==> config.mk <==
export PLATFORM = sky130hd
export DESIGN_NAME = layer_serializer
export DESIGN_NICKNAME = d
export VERILOG_FILES = /design/src/rtl/layer_serializer.sv
export SDC_FILE = /design/constraint.sdc
export NUM_CORES = 1
export LEC_CHECK = 0
export CAP_MARGIN = 10
export CORE_UTILIZATION = 48
export DETAILED_ROUTE_END_ITERATION = 10
export PLACE_DENSITY = 0.75
export SYNTH_ARGS = -nofsm -noshare
export SYNTH_HDL_FRONTEND = slang
export SYNTH_SLANG_ARGS = --single-unit
==> constraint.sdc <==
create_clock -name clk -period 10.3 [get_ports clk]
set_clock_uncertainty 0.05 [all_clocks]
set_input_delay 2.06 -clock clk [delete_from_list [all_inputs] [get_ports clk]]
set_output_delay 2.06 -clock clk [all_outputs]
set_load 0.005 [all_outputs]
==> src/rtl/layer_serializer.sv <==
// Gathers one output per neuron (in any order, any skew) and replays the
// completed frame as a serial stream, element 0 first, one per clock.
module layer_serializer #(
    parameter int NN        = 30,
    parameter int dataWidth = 16
) (
    input  logic                    clk,
    input  logic                    rst,
    input  logic [NN-1:0]           i_valid,
    input  logic [NN*dataWidth-1:0] i_data,
    output logic                    o_valid,
    output logic [dataWidth-1:0]    o_data,
    output logic                    o_last,
    output logic                    busy,
    output logic                    overrun
);

    localparam int CW = (NN > 1) ? $clog2(NN) : 1;
    localparam logic [CW-1:0] LAST = CW'(NN - 1);

    typedef enum logic {IDLE, SEND} state_t;

    state_t                 state_q, state_d;
    logic [NN-1:0]          mask_q, mask_d;
    logic [CW-1:0]          cnt_q, cnt_d, cnt_inc;
    logic [dataWidth-1:0]   o_data_q, o_data_d;
    logic                   o_valid_q, o_valid_d;
    logic                   o_last_q, o_last_d;
    logic                   overrun_q, overrun_d;
    logic                   full, xfer;

    logic [dataWidth-1:0]   coll_q  [NN];
    logic [dataWidth-1:0]   shbuf_q [NN];

    always_comb begin
        full      = &mask_q;
        // A frame moves out of the collect buffer only when the sender is free
        // or is presenting its final element right now.
        xfer      = full && ((state_q == IDLE) || (cnt_q == LAST));
        cnt_inc   = cnt_q + CW'(1);

        state_d   = state_q;
        cnt_d     = cnt_q;
        o_data_d  = o_data_q;
        o_valid_d = o_valid_q;
        o_last_d  = o_last_q;
        mask_d    = xfer ? i_valid : (mask_q | i_valid);
        overrun_d = overrun_q | ((|(i_valid & mask_q)) && !xfer);

        if (xfer) begin
            state_d   = SEND;
            cnt_d     = '0;
            o_valid_d = 1'b1;
            o_last_d  = 1'b0;
            o_data_d  = coll_q[0];
        end else if (state_q == SEND) begin
            if (cnt_q == LAST) begin
                state_d   = IDLE;
                o_valid_d = 1'b0;
                o_last_d  = 1'b0;
            end else begin
                cnt_d    = cnt_inc;
                o_data_d = shbuf_q[cnt_inc];
                o_last_d = (cnt_inc == LAST);
            end
        end
    end

    always_ff @(posedge clk or posedge rst) begin
        if (rst) begin
            state_q   <= IDLE;
            mask_q    <= '0;
            cnt_q     <= '0;
            o_data_q  <= '0;
            o_valid_q <= 1'b0;
            o_last_q  <= 1'b0;
            overrun_q <= 1'b0;
        end else begin
            state_q   <= state_d;
            mask_q    <= mask_d;
            cnt_q     <= cnt_d;
            o_data_q  <= o_data_d;
            o_valid_q <= o_valid_d;
            o_last_q  <= o_last_d;
            overrun_q <= overrun_d;
        end
    end

    // Data storage carries no reset; the mask alone decides what is valid.
    always_ff @(posedge clk) begin
        for (int k = 0; k < NN; k++) begin
            if (i_valid[k] && (xfer || !mask_q[k])) begin
                coll_q[k] <= i_data[k*dataWidth +: dataWidth];
            end
        end
        if (xfer) begin
            shbuf_q <= coll_q;
        end
    end

    assign o_valid = o_valid_q;
    assign o_data  = o_data_q;
    assign o_last  = o_last_q;
    assign busy    = (state_q == SEND);
    assign overrun = overrun_q;

endmodule
# Word-level counts from Yosys, hierarchy flattened

Index checks and enable logic that the tools add are counted.

Register bits after elaboration: 1015
Input bits: 512
Output and inout port bits: 20
Word-level logic and storage cells: 196

$add $sub $neg: 1
Magnitude comparators: 1
Equal/unequal tests: 3
Mux-type cells: 19
Bitwise operators: 5
Reductions and logical operators: 100

Operator list:

| kind                | number |
|---|---|
| $bmux 16 s5         | 1 |
| $mux 16             | 5 |
| $logic_and 1x1->1   | 32 |
| $logic_not 1->1     | 31 |
| $logic_or 1x1->1    | 31 |
| $and 30x30->30      | 1 |
| $mux 30             | 1 |
| $or 30x30->30       | 1 |
| $reduce_and 30->1   | 1 |
| $reduce_or 30->1    | 1 |
| $mux 5              | 3 |
| $eq 5x5->1 const B  | 2 |
| $mux 1              | 9 |
| $ge 6x6->1 const B  | 1 |
| $not 5->6           | 1 |
| $add 5x1->5 const B | 1 |
| $reduce_and 2->1    | 2 |
| $reduce_bool 2->1   | 2 |
| $ne 2x2->1 const B  | 1 |
| $not 1->1           | 1 |
| $or 1x1->1          | 1 |

# Longest topological paths before layout

Word-level depth: 8
Mapped depth: 12
Gate-level depth less buffers: 7

# Worst setup path after synthesis

OpenSTA, ideal clock, no wires.

Path type: register to register
Start point: register cnt_q[1]
End point: register overrun_q (netlist: overrun)
Setup time: 0.526 ns
Arrival: 10.774 ns
Data required time: 9.724 ns
Slack: -1.050 ns
Cell stages (with the launch flop): 8
Buffers on the path: 0
Period minus slack after synthesis: 11.350 ns
Cells stage by stage: dfrtp_1 inv_1 ha_1 nand4_1 nand2_1 nand3_1 inv_1 o21bai_1

Word-level cells in the longest chain between the ends: 6

Ends and longest elaborated chain:

| item                     | RTL line | source |
|---|---|---|
| start: declaration       | 25       | `logic [CW-1:0] cnt_q, cnt_d, cnt_inc;` |
| start signal: assignment | 81       | `cnt_q <= cnt_d;` |
| $eq 5x5->1               | 39       | `xfer = full && ((state_q == IDLE) \|\| (cnt_q == LAST));` |
| $logic_or 1x1->1         | 39       |  |
| $logic_and 1x1->1        | 39       |  |
| $logic_not 1->1          | 48       | `overrun_d = overrun_q \| ((\|(i_valid & mask_q)) && !xfer);` |
| $logic_and 1x1->1        | 48       |  |
| $or 1x1->1               | 48       |  |
| named net overrun_d      | 29       | `logic overrun_q, overrun_d;` |
| end signal: assignment   | 85       | `overrun_q <= overrun_d;` |
| end: declaration         | 29       |  |

The timed path passes the listed nets, and every way through them passes these cells.
A chain may end at the register's enable or synchronous reset.

# Final worst setup path

Start point: register cnt_q[0]
End point: register shbuf_q[18] (netlist bit) (enable)

Word-level cells in the longest chain between the ends: 3

Ends and longest elaborated chain:

| item                   | RTL line | source |
|---|---|---|
| $eq 5x5->1             | 39       |  |
| $logic_or 1x1->1       | 39       |  |
| $logic_and 1x1->1      | 39       |  |
| end signal: assignment | 97       | `shbuf_q <= coll_q;` |
| end: declaration       | 33       | `logic [dataWidth-1:0] shbuf_q [NN];` |

Every way passes these cells.

==> flow_metrics.tcl <==
set metrics [dict create \
    outcome "completed" \
    yosysWarnings 0 \
    coreArea_um2 72800 \
    worstPathRequired_ps 10510 \
    crit_type "register to register" \
    first_pass_iters 5 \
    fin_area_um2 45200 \
    antenna_found_initial 47 \
    syn2layout_area_growth_pct 28.2 \
    drv_slew 0 \
    routabilityCongestion 0.886 \
    cp.buffers_inverters 3 \
    grt_overflow 0 \
    dieArea_um2 74600 \
    setup_ws_ps 4220 \
    cts-htree-levels 3 \
    path_cells "ha_1, nand4_1, nand2_1, nand3_4, clkinvlp_4, buf_12, buf_4" \
    peakVddDrop_mv 0.280 \
    wirelength_um 90500 \
    grt_max_degree 162 \
    placed_cell_area_um2 42000 \
    critPathLaunch "cnt_q[0]$_DFFE_PP0P_" \
    nets 2566 \
    cts_root_buf "clkbuf_16" \
    critPathSlowestCell "clkinvlp_4" \
    hold_violations 0 \
    finalCritPeriodShare_pct 59.1 \
    finalSetupViolCount 0 \
    vias 17000 \
    hp-class "register to register" \
    worst_setup_path_end_kind "register" \
    arrival_ps 6300 \
    synthCells 1433 \
    cts_resized 0 \
    cts_tree "yes" \
    drc 0 \
    io_pins 532 \
    rsz0062_at_grt "no" \
    reg2reg_from "cnt_q[0]$_DFFE_PP0P_" \
    ys_async_sr_fraction_pct 5.42 \
    synth-seq-cells 1015 \
    fin_crit_ps 6080 \
    nFillCells 4870 \
    vias_per_cell 5.47 \
    path_delay_family "buffers and inverters" \
    critPathMaxStageDelay_ps 1010 \
    hold_ws_ps 337 \
    worst_pin_slew_ps 1250 \
    drt_iter0_drc 1898 \
    cts_buffers 99 \
    initial_core_util_pct 48.4 \
    dpl_worst_slack_ps 4090 \
    min_from "coll_q[101]$_DFFE_PP_" \
    clk_latency_ps 680 \
    critPathLaunchType "register" \
    synthFlopType "edfxtp_1" \
    yosysTopAreaCell "edfxtp_1" \
    clock-sinks 1015 \
    synth_nets 1948 \
    portBuffers 531 \
    fp-row-count 99 \
    synth_area_um2 35300 \
    clkTransAtPathRegs_ps 60 \
    yosysSeqAreaShare_pct 85.7 \
    dieHeight_um 273 \
    powerDensity_nw_per_um2 282 \
    cts_setup_buffers 0 \
    synth_top_area_share_pct 81.8 \
    clock_path_buffers 3 \
    track_usage_pct 24.4 \
    p_leak_uw 0.0148 \
    synth_edf_count 960 \
    syn_avg_cell_area_um2 24.6 \
    drive_above_1_share_pct 16.3 \
    grt_pass1_vias 17700 \
    holdBufCountCts 0 \
    maxCapViolations 0 \
    ys_top_cells_by_area "edfxtp_1, mux4_2, dfrtp_1" \
    ys_types 36 \
    power_uw 12700 \
    ant_nets 0 \
    max_freq_mhz 164 \
    setup_tns_ps 0 \
    relSlewSlack_pct 16.5 \
    grt_first_pass_wirelength_um 125000 \
    path_max_fanout 161 \
    detail_route.wl_per_cell_um 29.1 \
    die_x_um 273 \
    hpwlAfterDp_um 64000 \
]
-- metal layers --
metal  part of all wire [%]  vias to the layer above  GRT usage (%)  wire [µm]
met5                   0.38                        -              0        345
met3                    9.1                      179           7.45       8240
met4                    3.3                       56           9.67       2960
li1                       -                     7298              -          -
met1                     37                     8705           29.6      33200
met2                     51                      788           40.8      45800
-- path summary, 6_finish.rpt --
check	depth (start not counted)	endpoint	slack, ps
setup / recovery	7	shbuf_q[18]$_DFFE_PP_	4220
hold / removal	0	shbuf_q[101]$_DFFE_PP_	340
setup reg to reg	7	shbuf_q[18]$_DFFE_PP_	4220
hold reg to reg	0	shbuf_q[101]$_DFFE_PP_	340
max in group asynchronous	3	cnt_q[0]$_DFFE_PP0P_	7750
min in group asynchronous	3	o_data[5]$_DFFE_PP0P_	1890
-- power by group --
group / internal [µW] / switching, µW / total (µW)
logic: 1560 / 2080 / 3640
clock network: 1960 / 1550 / 3510
registers: 5350 / 241 / 5590
-- final cells by class --
| type | count | area, µm² | area share (%) |
|---|---|---|---|
| inverter | 6 | 26.3 | 0.0581 |
| clock inverter | 68 | 651 | 1.44 |
| clock buffer | 115 | 2540 | 5.61 |
| sequential | 1015 | 30200 | 66.8 |
| antenna | 22 | 55.1 | 0.122 |
| tap | 959 | 1200 | 2.65 |
| multi-input combinational | 363 | 4940 | 10.9 |
| timing repair buffer | 566 | 5600 | 12.4 |
-- cell usage in the layout, fill, tap and decap left out, types with 7 or more instances in the layout --
| cell | instances |
|---|---|
| edfxtp_1 | 960 |
| clkdlybuf4s50_1 | 531 |
| mux4_2 | 119 |
| clkbuf_16 | 99 |
| dfrtp_1 | 54 |
| mux2i_1 | 48 |
| buf_4 | 32 |
| a21o_1 | 30 |
| clkinv_1 | 28 |
| a21boi_2 | 27 |
| diode_2 | 22 |
| nor2_1 | 18 |
| mux2_2 | 16 |
| o22ai_1 | 16 |
| a221o_1 | 16 |
| clkbuf_1 | 16 |
| clkinv_2 | 15 |
| a22oi_1 | 13 |
| nand4_1 | 10 |
| mux4_1 | 9 |
| nand3_1 | 8 |
| nand2_1 | 7 |
| clkinvlp_4 | 7 |
| bufinv_16 | 7 |
-- state kept, by name, indices dropped and copies added (netlist names) --
signal / count
overrun: 1
coll_q: 480
o_last: 1
shbuf_q: 480
o_data: 16
mask_q: 30
cnt_q: 5
busy: 1
o_valid: 1
-- cell families after synthesis --
group | share of synthesized area, %
multiplexers | 10.1
flip-flops | 85.7
adder cells (fa/ha/maj) | 0.106
AND/OR/NAND/NOR | 0.699
XOR/XNOR | 0.0745
buffers and inverters | 0.813
AO/OA/AOI/OAI | 2.51
-- cells in the mapped netlist, types with 13 or more instances --
master	number
a21o_1	30
clkbuf_1	23
edfxtp_1	960
nor2_1	18
a22oi_1	13
o22ai_1	16
mux2_2	16
mux2i_1	48
a21boi_0	30
buf_2	16
dfrtp_1	55
a221o_1	16
mux4_2	119
-- stage by stage --
step	std cells	utilization, %
final	3114	62.1
after global routing	3103	62.0
after CTS	3091	62.0
after detailed placement	2908	57.6
after global placement	2907	57.6
after floorplan	1433	-
(Power assumes the default switching activity.)
